### src/rtl/sdram_arbiter.sv
`default_nettype none
// =============================================================================
// Module   : sdram_arbiter
// Brief    : Shares one SDRAM controller port between a video burst reader and
//            a CPU single-word port; video has priority, CPU has a starvation
//            guard, and every transfer is bounded by a watchdog timer.
// Revision : 1.0
// =============================================================================
module sdram_arbiter #(
   parameter int ADDR_W       = 32,
   parameter int DATA_W       = 16,
   parameter int STARVE_LIMIT = 4,
   parameter int TIMEOUT      = 255
) (
   input  logic              clk,
   input  logic              reset,
   input  logic              vid_req,
   input  logic [ADDR_W-1:0] vid_addr,
   input  logic [7:0]        vid_burst_len,
   output logic              vid_grant,
   output logic [DATA_W-1:0] vid_rdata,
   output logic              vid_rvalid,
   output logic              vid_done,
   input  logic              cpu_req,
   input  logic              cpu_we,
   input  logic [ADDR_W-1:0] cpu_addr,
   input  logic [DATA_W-1:0] cpu_wdata,
   output logic [DATA_W-1:0] cpu_rdata,
   output logic              cpu_ready,
   output logic              mem_req,
   output logic              mem_we,
   output logic [ADDR_W-1:0] mem_addr,
   output logic [7:0]        mem_burst_len,
   output logic [DATA_W-1:0] mem_wdata,
   input  logic [DATA_W-1:0] mem_rdata,
   input  logic              mem_rvalid,
   input  logic              mem_wdone,
   output logic              err_timeout
);

   localparam int SW = $clog2(STARVE_LIMIT + 1);
   localparam int TW = $clog2(TIMEOUT + 1);
   localparam logic [SW-1:0] STARVE_MAX = SW'(STARVE_LIMIT);
   localparam logic [TW-1:0] TIMER_LAST = TW'(TIMEOUT - 1);

   typedef enum logic [1:0] {
      IDLE    = 2'd0,
      V_XFER  = 2'd1,
      C_XFER  = 2'd2,
      RELEASE = 2'd3
   } state_t;

   state_t            state;
   state_t            state_nxt;
   logic [SW-1:0]     starve_cnt;
   logic [7:0]        word_cnt;
   logic [TW-1:0]     timer;
   logic [ADDR_W-1:0] xfer_addr;
   logic [7:0]        xfer_len;
   logic              xfer_we;
   logic [DATA_W-1:0] xfer_wdata;

   logic grant_cpu;
   logic grant_vid;
   logic strobe;
   logic timed_out;
   logic v_last;
   logic c_done;

   assign mem_req       = (state == V_XFER) || (state == C_XFER);
   assign vid_grant     = (state == V_XFER);
   assign mem_we        = xfer_we;
   assign mem_addr      = xfer_addr;
   assign mem_burst_len = xfer_len;
   assign mem_wdata     = xfer_wdata;

   always_comb begin
      grant_cpu = cpu_req && (!vid_req || (starve_cnt == STARVE_MAX));
      grant_vid = !grant_cpu && vid_req;
      strobe    = mem_rvalid || mem_wdone;
      // Abort on the edge that closes the TIMEOUT-th silent transfer cycle.
      timed_out = !strobe && (timer == TIMER_LAST);
      v_last    = mem_rvalid && (word_cnt == xfer_len);
      c_done    = xfer_we ? mem_wdone : mem_rvalid;
      state_nxt = state;
      case (state)
         IDLE: begin
            if (grant_cpu) begin
               state_nxt = C_XFER;
            end else if (grant_vid) begin
               state_nxt = V_XFER;
            end
         end
         V_XFER: begin
            if (v_last || timed_out) begin
               state_nxt = RELEASE;
            end
         end
         C_XFER: begin
            if (c_done || timed_out) begin
               state_nxt = RELEASE;
            end
         end
         default: state_nxt = IDLE;
      endcase
   end

   always_ff @(posedge clk or negedge reset) begin
      if (!reset) begin
         state <= IDLE;
      end else begin
         state <= state_nxt;
      end
   end

   always_ff @(posedge clk or negedge reset) begin
      if (!reset) begin
         starve_cnt  <= '0;
         word_cnt    <= '0;
         timer       <= '0;
         xfer_addr   <= '0;
         xfer_len    <= '0;
         xfer_we     <= 1'b0;
         xfer_wdata  <= '0;
         vid_rdata   <= '0;
         vid_rvalid  <= 1'b0;
         vid_done    <= 1'b0;
         cpu_rdata   <= '0;
         cpu_ready   <= 1'b0;
         err_timeout <= 1'b0;
      end else begin
         vid_rvalid <= 1'b0;
         vid_done   <= 1'b0;
         cpu_ready  <= 1'b0;
         case (state)
            IDLE: begin
               if (grant_cpu) begin
                  starve_cnt <= '0;
                  timer      <= '0;
                  xfer_addr  <= cpu_addr;
                  xfer_len   <= 8'd0;
                  xfer_we    <= cpu_we;
                  xfer_wdata <= cpu_wdata;
               end else if (grant_vid) begin
                  if (!cpu_req) begin
                     starve_cnt <= '0;
                  end else if (starve_cnt != STARVE_MAX) begin
                     starve_cnt <= starve_cnt + SW'(1);
                  end
                  timer     <= '0;
                  word_cnt  <= 8'd0;
                  xfer_addr <= vid_addr;
                  xfer_len  <= vid_burst_len;
                  xfer_we   <= 1'b0;
               end
            end
            V_XFER: begin
               timer <= strobe ? '0 : timer + TW'(1);
               if (mem_rvalid) begin
                  vid_rdata  <= mem_rdata;
                  vid_rvalid <= 1'b1;
                  word_cnt   <= word_cnt + 8'd1;
               end
               if (v_last || timed_out) begin
                  vid_done <= 1'b1;
               end
               if (timed_out) begin
                  err_timeout <= 1'b1;
               end
            end
            C_XFER: begin
               timer <= strobe ? '0 : timer + TW'(1);
               if (c_done) begin
                  cpu_ready <= 1'b1;
                  if (!xfer_we) begin
                     cpu_rdata <= mem_rdata;
                  end
               end
               if (timed_out) begin
                  cpu_ready   <= 1'b1;
                  cpu_rdata   <= '0;
                  err_timeout <= 1'b1;
               end
            end
            default: ;
         endcase
      end
   end

endmodule
`default_nettype wire

### config.mk
export PLATFORM = sky130hd
export DESIGN_NAME = sdram_arbiter
export DESIGN_NICKNAME = d
export VERILOG_FILES = /design/src/rtl/sdram_arbiter.sv
export SDC_FILE = /design/constraint.sdc
export NUM_CORES = 1
export LEC_CHECK = 0
export ABC_AREA = 1
export CORE_AREA = 2 2 136 138
export DETAILED_ROUTE_END_ITERATION = 7
export DIE_AREA = 0 0 138 140
export SLEW_MARGIN = 20
export SYNTH_ARGS = -nofsm -noshare
export SYNTH_HDL_FRONTEND = slang
export SYNTH_SLANG_ARGS = --single-unit
### constraint.sdc
create_clock -name clk -period 2.3 [get_ports clk]
set_input_delay 0.46 -clock clk [delete_from_list [all_inputs] [get_ports clk]]
set_output_delay 0.46 -clock clk [all_outputs]
set_load 0.02 [all_outputs]
# Word-level counts from Yosys, hierarchy flattened
# Cells that the tools add are included.
# totals
register_bits,114
word_cells,91
# classes
addsub,3
n_eq_ne,14
mux,33
reduce_logical,27
# ops
op,count
32-bit 2-to-1 mux,2
8-bit 2-to-1 mux,7
16-bit 2-to-1 mux,3
8-bit case mux with 2 select lines,2
"8-bit by 1-bit adder with 8-bit output, second input constant",2
3-bit 2-to-1 mux,4
1-bit 2-to-1 mux,10
2-bit AND reduction,5
3-bit AND reduction,3
8-bit equality test,1
"8-bit equality test, second input constant",1
2-bit 2-to-1 mux,4
"2-bit by 1-bit != test with 1-bit output, second input constant",4
2-bit nonzero test,4
"3-bit != test, second input constant",2
2-bit case mux with 3 select lines,1
1-bit logical OR,5
1-bit logical AND,4
"2-bit != test, second input constant",2
4-bit AND reduction,1
"3-bit by 1-bit adder with 3-bit output, second input constant",1
"3-bit equality test, second input constant",1
1-bit zero test,3
"3-bit by 1-bit != test with 1-bit output, second input constant",1
other kinds (4),4

# Logic depth before layout (Yosys ltp)
# Gate-level depths: netlist of the first run.
# depth
depth_word,8
mapped_depth,11
ltp_nobuf,11

# Least setup slack after synthesis of the first run
# Ideal clock, no wire load.
# synth_path
path_kind,register -> register
start,register state[1]
end,register word_cnt[4]
setup_ns,0.083
arrival_ns,1.689
path_slack_ns,0.528
stages_incl_launch_ff,12
period_less_slack_ns,1.772
path_cell_list,dfrtp_1 inv_1 ha_1 buf_4 nand2_2 inv_2 a21oi_1 a21oi_1 nand2_2 inv_2 nand4_1 o21ai_0
# synth_via
elab_chain_cells,3
# synth_lines
element,line_no,text
from (decl),53,state_t state;
from (signal assigned),112,state <= state_nxt;
2-bit by 1-bit equality test with 1-bit output *,-,
via vid_grant,20,"output logic vid_grant,"
2-bit by 1-bit != test with 1-bit output (no line) / 2-bit nonzero test (equally long branches),-,
4-bit AND reduction (no line),-,
to (signal assigned),162,word_cnt <= word_cnt + 8'd1;
to (decl),56,logic [7:0] word_cnt;
# Mark *: on every way through the listed nets, which the timed path passes. The rest lies on a longest branch.
# A chain may end at the register's enable or synchronous reset.

# Final worst setup path of the first run
# layout_path
start,register state[0]
end,output mem_req
# layout_via
elab_chain_cells,2
# layout_lines
element,line_no,text
2-bit by 1-bit equality test with 1-bit output / 2-bit equality test (equally long branches),70,assign mem_req = (state == V_XFER) || (state == C_XFER);
1-bit logical OR *,70,
to (decl),30,"output logic mem_req,"
# Every way passes the cells marked *; elsewhere a longest branch is shown, timed or not.

==> impl_metrics.tcl, run 1 <==
set metrics [dict create \
    status "completed" \
    synth_nets 723 \
    grt_pass1_wl_mm 25.3 \
    drt_pass1_iterations 4 \
    async_reset_ff_share_pct 100 \
    tns_ns 0 \
    antenna_found_initial 0 \
    first_iter_violations 172 \
    worstHoldStart "vid_rdata[9]" \
    initial_utilization_pct 29.6 \
    core_region_area_um2 17800 \
    hold_violations 0 \
    die_h_um 140 \
    design.die.area_um2 19300 \
    fin_crit_ns 2.02 \
    fin_skew_ns 0.00733 \
    final_common_cell "clkdlybuf4s50_1" \
    via_count 4817 \
    cts.htree.levels 4 \
    viasPerCell 4.54 \
    r2r_setup_slack_ns 0.49 \
    p_leak_nw 3.61 \
    cts-root-buf "clkbuf_16" \
    report.final.slew_viol_count 0 \
    clock_sinks 114 \
    grt-ovfl-total 0 \
    final_util_pct 46.2 \
    drive_gt1_share_pct 9.72 \
    cp-start-kind "flop" \
    hold_path_class "reg2reg" \
    die_w_um 138 \
    setup_viol 0 \
    cts_tree "built" \
    ys_warn_count 0 \
    ys_types 37 \
    area_growth_pct 56.3 \
    setup.worst_path.end_class "primary output" \
    dp_hpwl_mm 11.3 \
    numCtsBuffers 17 \
    wire_per_inst_um 14.7 \
    cts_buffer_depth 2 \
    clock_latency_ns 0.41 \
    required_ns 1.84 \
    dp.cells 1029 \
    hold-worst-slack_ns 0.478 \
    maxCapViolCount 0 \
    cp_max_fo 4 \
    ys_ff_latch 114 \
    clk_pin_slew_worst_paths_ns 0.05 \
    synth_area_um2 5260 \
    fin_crit_sh_pct 87.7 \
    fmaxAchievable_ghz 0.496 \
    whs_endpoint "vid_rdata[9]" \
    ff2ff_path_depth 11 \
    syn_avg_cell_area_um2 8.72 \
    totalWireLength_mm 15.6 \
    postCtsSetupRepairBufs 0 \
    ant_nets 0 \
    final_nets 940 \
    gp_congestion 0.878 \
    worstSetupPathType "reg2out" \
    rsz0062_at_grt "no" \
    grt.total_usage_pct 16.3 \
    finalPower_mw 10.9 \
    worstReg2RegEnd "word_cnt[4]" \
    io_buffers 205 \
    slew_headroom_pct 72.1 \
    grt_pass1_vias 4896 \
    synth-edff-count 0 \
    most-common-layout-cells "clkdlybuf4s50_1, nand2_1, dfrtp_1, a21oi_1, inv_1" \
    grt_max_degree 43 \
    row_count 49 \
    seq_area_frac_synth_pct 54.3 \
    io-pin-count 206 \
    peakVddDrop_v 0.000578 \
    fin_cells 1062 \
    synthFlopType "dfrtp_1" \
    whs_path_depth 2 \
    crit_arrival_ns 1.56 \
    reg2reg_from "state[1]" \
    insertedDiodeCount 0 \
    powerDensity_nw_per_um2 1330 \
    route.detailed.drc 0 \
    worst_slew_pin_slew_ns 0.419 \
    syn_inst 603 \
]
per-stage QoR:
| stage | setup slack, ns | cell area, µm² |
|---|---|---|
| after CTS | 0.0570 | 8210 |
| final | 0.283 | 8220 |
| after detailed placement | 0.153 | 7650 |
| after floorplan | 0.528 | 5260 |
| after global placement | 0.199 | 7650 |
| after global routing | 0.207 | 8220 |
report_power, final:
group / leakage (nW) / switching [mW] / internal (mW)
logic: 1.95 / 2.79 / 2.33
clock network: 0.262 / 0.945 / 1.51
registers: 1.40 / 0.490 / 2.85
total: 3.61 / 4.23 / 6.70
what timing repair did:
| action | in CTS | in global routing |
|---|---|---|
| setup endpoints to repair | 1 | 1 |
| hold buffers | 1 | 0 |
| resized for setup | 1 | 1 |
| hold endpoints to repair | 18 | 0 |
cell type report:
class / instances / area (µm²)
Fill cell: 1725 / 9560
Sequential cell: 114 / 2850
Timing Repair Buffer: 223 / 2230
Multi-Input combinational cell: 403 / 2060
Clock buffer: 20 / 447
Tap cell: 229 / 287
Inverter: 61 / 230
Clock inverter: 12 / 110
state kept, by name, indices dropped and copies added (netlist names), 3 cells and up:
signal / count
cpu_rdata: 16
mem_wdata: 16
timer: 8
starve_cnt: 3
word_cnt: 8
mem_burst_len: 8
vid_rdata: 16
mem_addr: 32
critical path, cell delays in order, from the launching register on:
cell           delay [ns]
dfrtp_1              0.40
inv_1                0.09
ha_1                 0.33
dlygate4sd2_1        0.33
cells by family (layout without fill, tap and decap cells):
kind of cell / after synthesis / count (layout) / share of synthesized area (%)
buf+inv: 86 / 316 / 6.62
xor+xnor: 6 / 6 / 1.00
compound gates: 122 / 122 / 12.2
fa+ha+maj: 9 / 9 / 2.14
mux: 16 / 16 / 3.43
flops: 114 / 114 / 54.3
simple gates: 250 / 250 / 20.4
synth_stat cells (2+ instances only):
| cell type | n | share of area, % |
|---|---|---|
| buf_1 | 3 | 0.21 |
| xnor2_1 | 2 | 0.33 |
| buf_2 | 4 | 0.38 |
| nor3_1 | 4 | 0.38 |
| a21oi_1 | 75 | 7.1 |
| nor2_2 | 2 | 0.24 |
| nand3_1 | 44 | 4.2 |
| mux2_2 | 16 | 3.4 |
| buf_4 | 3 | 0.43 |
| o21ai_0 | 25 | 2.4 |
| inv_2 | 3 | 0.21 |
| nor2_1 | 56 | 4.0 |
| dfrtp_1 | 114 | 54 |
| nand2_1 | 128 | 9.1 |
| inv_1 | 57 | 4.1 |
| o21ai_1 | 14 | 1.3 |
| clkbuf_1 | 14 | 1.0 |
| nand4_1 | 5 | 0.59 |
| nand2_2 | 5 | 0.59 |
| xor2_1 | 4 | 0.67 |
| ha_1 | 9 | 2.1 |
how the worst max path moves through the flow:
stage	slack, ns	cells after the start	end	from
5_1_grt	0.21	3	mem_req	state[1]
2_1_floorplan	0.53	11	word_cnt[4]	state[1]
3_3_place_gp	0.20	9	word_cnt[4]	vid_req
3_5_place_dp	0.15	9	word_cnt[4]	vid_req
4_1_cts	0.06	3	vid_grant	state[1]
6_report	0.28	3	mem_req	state[0]
per-layer routing:
layer / up-vias / GRT usage, % / wire length (µm)
met3: 21 / 4.17 / 916
met4: 0 / 6.18 / 337
met2: 145 / 27.9 / 7600
li1: 2399 / - / -
met1: 2252 / 19.9 / 6710
met5: - / 0 / 0
No activity file was read; power rests on OpenSTA's default activity.
==> run 2: changes to the inputs <==
--- a/config.mk
+++ b/config.mk
@@ -7,8 +7,10 @@
 export LEC_CHECK = 0
 export ABC_AREA = 1
 export CORE_AREA = 2 2 136 138
+export CTS_CLUSTER_DIAMETER = 60
 export DETAILED_ROUTE_END_ITERATION = 7
 export DIE_AREA = 0 0 138 140
+export RECOVER_POWER = 100
 export SLEW_MARGIN = 20
 export SYNTH_ARGS = -nofsm -noshare
 export SYNTH_HDL_FRONTEND = slang
==> run 2 against run 1 <==
Sequential share of layout area up 0.33 points. Wire length down 0.19%. Clock power about the same. Clock skew up 0.0013 ns. Highest routed layer unchanged.
==> impl_metrics.tcl, run 2 (same netlist as run 1, synthesis figures left out) <==
set metrics [dict create \
    status "completed" \
    setup_viol 0 \
    fmaxAchievable_ghz 0.495 \
    most-common-layout-cells "nand2_1, dfrtp_1, clkdlybuf4s50_1, dlygate4sd3_1, a21oi_1" \
    crit_arrival_ns 2.36 \
    critical_path_buf_inv_count 4 \
    report.final.slew_viol_count 0 \
    area_growth_pct 54.8 \
    antenna_found_initial 0 \
    hold_violations 0 \
    clk_pin_slew_worst_paths_ns 0.05 \
    setup.worst_path.end_class "flop" \
    route.detailed.drc 0 \
    peakVddDrop_v 0.000547 \
    die_w_um 138 \
    grt_pass1_vias 4896 \
    critical-path-top-delay-family "buffers and inverters" \
    drt_pass1_iterations 4 \
    clock_latency_ns 0.41 \
    dp.cells 1029 \
    totalWireLength_mm 15.5 \
    worst_path_largest_cell_delay_ns 0.62 \
    final_nets 940 \
    switching_power_mw 4.18 \
    rsz0062_at_grt "no" \
    required_ns 2.64 \
    swShare_pct 39.7 \
    fin_crit_sh_pct 87.9 \
    fin_skew_ns 0.00868 \
    crit_slowest_cell "clkbuf_1" \
    wire_per_inst_um 14.6 \
    via_count 4814 \
    p_comb_share_pct 45.3 \
    p_leak_nw 3.63 \
    ant_nets 0 \
    grt_max_degree 43 \
    crit_chain "inv_1 > ha_1 > buf_4 > nand2_2 > inv_1 > clkbuf_1 > nand2_1 > nand2_1" \
    cts.htree.levels 4 \
    cts_tree "built" \
    cts-root-buf "clkbuf_16" \
    powerDensity_nw_per_um2 1290 \
    initial_utilization_pct 29.6 \
    grt-ovfl-total 0 \
    grt_pass1_wl_mm 25.3 \
    cp-start-kind "flop" \
    largest_reg_flops 32 \
    maxCapViolCount 0 \
    slew_headroom_pct 46.6 \
    dp_hpwl_mm 11.3 \
    numCtsBuffers 17 \
    share_seq_of_total_power_pct 31.4 \
    design.die.area_um2 19300 \
    fin_cells 1062 \
    io_buffers 205 \
    cts_buffer_depth 2 \
    final_common_cell "nand2_1" \
    clockPowerShare_pct 23.3 \
    row_count 49 \
    insertedDiodeCount 0 \
    core_region_area_um2 17800 \
    io-pin-count 206 \
    die_h_um 140 \
    fin_crit_ns 2.02 \
    p_int_mw 6.35 \
    cp_max_fo 17 \
    grt.total_usage_pct 16.3 \
    viasPerCell 4.53 \
    drive_gt1_share_pct 8.76 \
    worst_slew_pin_slew_ns 0.801 \
    gp_congestion 0.878 \
    first_iter_violations 185 \
    clock_sinks 114 \
    tns_ns 0 \
    hold_path_class "reg2reg" \
    worstSetupPathType "reg2reg" \
]
[run 2: changes by cell type in the layout (fill, tap and decap cells not counted), moves of 2 or more]
cell,before,now
buf_12,3,1
buf_4,15,8
clkbuf_1,2,6
clkbuf_2,0,4
clkbuf_4,0,2
clkdlybuf4s50_1,202,108
dlygate4sd3_1,1,95
o21ai_0,25,36
o21ai_1,14,3
[run 2: stage by stage]
| stage | setup slack [ns] | area (µm²) | utilization, % | power (mW) | hold WS (ns) |
|---|---|---|---|---|---|
| 6_report | 0.278 | 8140 | 45.8 | 10.5 | 0.473 |
| 5_1_grt | 0.109 | 8140 | 45.8 | 11.3 | 0.490 |
| 4_1_cts | 0.0570 | 8210 | 46.2 | 11.1 | 0.483 |
| 3_5_place_dp | 0.153 | 7650 | 43.0 | 8.57 | 0.428 |
| 3_3_place_gp | 0.199 | 7650 | 43.0 | 8.53 | 0.420 |
| 2_1_floorplan | 0.528 | 5260 | - | 6.05 | 0.164 |
[run 2: area by class of cell]
type,instances,area [µm²]
Clock buffer,20,447
Clock inverter,12,110
Fill cell,1738,9640
Sequential cell,114,2850
Inverter,61,230
Multi-Input combinational cell,403,2040
Tap cell,229,287
Timing Repair Buffer,223,2170
[run 2: worst paths after layout]
check,cells after the start,start,slack [ns],end
worst max register to register,8,state[1],0.28,vid_rdata[0]
worst min-delay path,2,vid_rdata[9],0.47,vid_rdata[9]
max in group asynchronous,3,reset,0.46,word_cnt[1]
worst max-delay path,8,state[1],0.28,vid_rdata[0]
min in group asynchronous,2,reset,0.67,mem_wdata[6]
worst min register to register,2,vid_rdata[9],0.47,vid_rdata[9]
[run 2: repair_timing]
| item | 4_1_cts | 5_1_grt |
|---|---|---|
| hold buffers | 1 | 0 |
| endpoints found under the hold margin | 18 | 0 |
| buffers inserted | 0 | 0 |
| setup endpoints to repair | 1 | 1 |
| gates resized for setup | 1 | 1 |
| pin swaps | 0 | 0 |
[run 2: worst reg2reg max path, stage by stage, from the launching register on]
cell	delay, ns
dfrtp_1	0.42
inv_1	0.09
ha_1	0.21
buf_4	0.20
nand2_2	0.08
inv_1	0.10
clkbuf_1	0.62
nand2_1	0.15
nand2_1	0.09
[run 2: power groups by stage]
| stage | Clock (mW) | Sequential [mW] | Combinational, mW |
|---|---|---|---|
| final | 2.46 | 3.30 | 4.77 |
| after floorplan | 0 | 4.27 | 1.78 |
| after global placement | 0 | 3.35 | 5.18 |
| after detailed placement | 0 | 3.36 | 5.21 |
| after CTS | 2.53 | 3.35 | 5.21 |
| after global routing | 2.62 | 3.43 | 5.22 |
[run 2: routing by layer]
| metal | part of all wire, % | global-route usage, % |
|---|---|---|
| met3 | 5.4 | 4.17 |
| met5 | 0 | 0 |
| met1 | 44 | 19.9 |
| met4 | 2.2 | 6.18 |
| met2 | 49 | 27.9 |
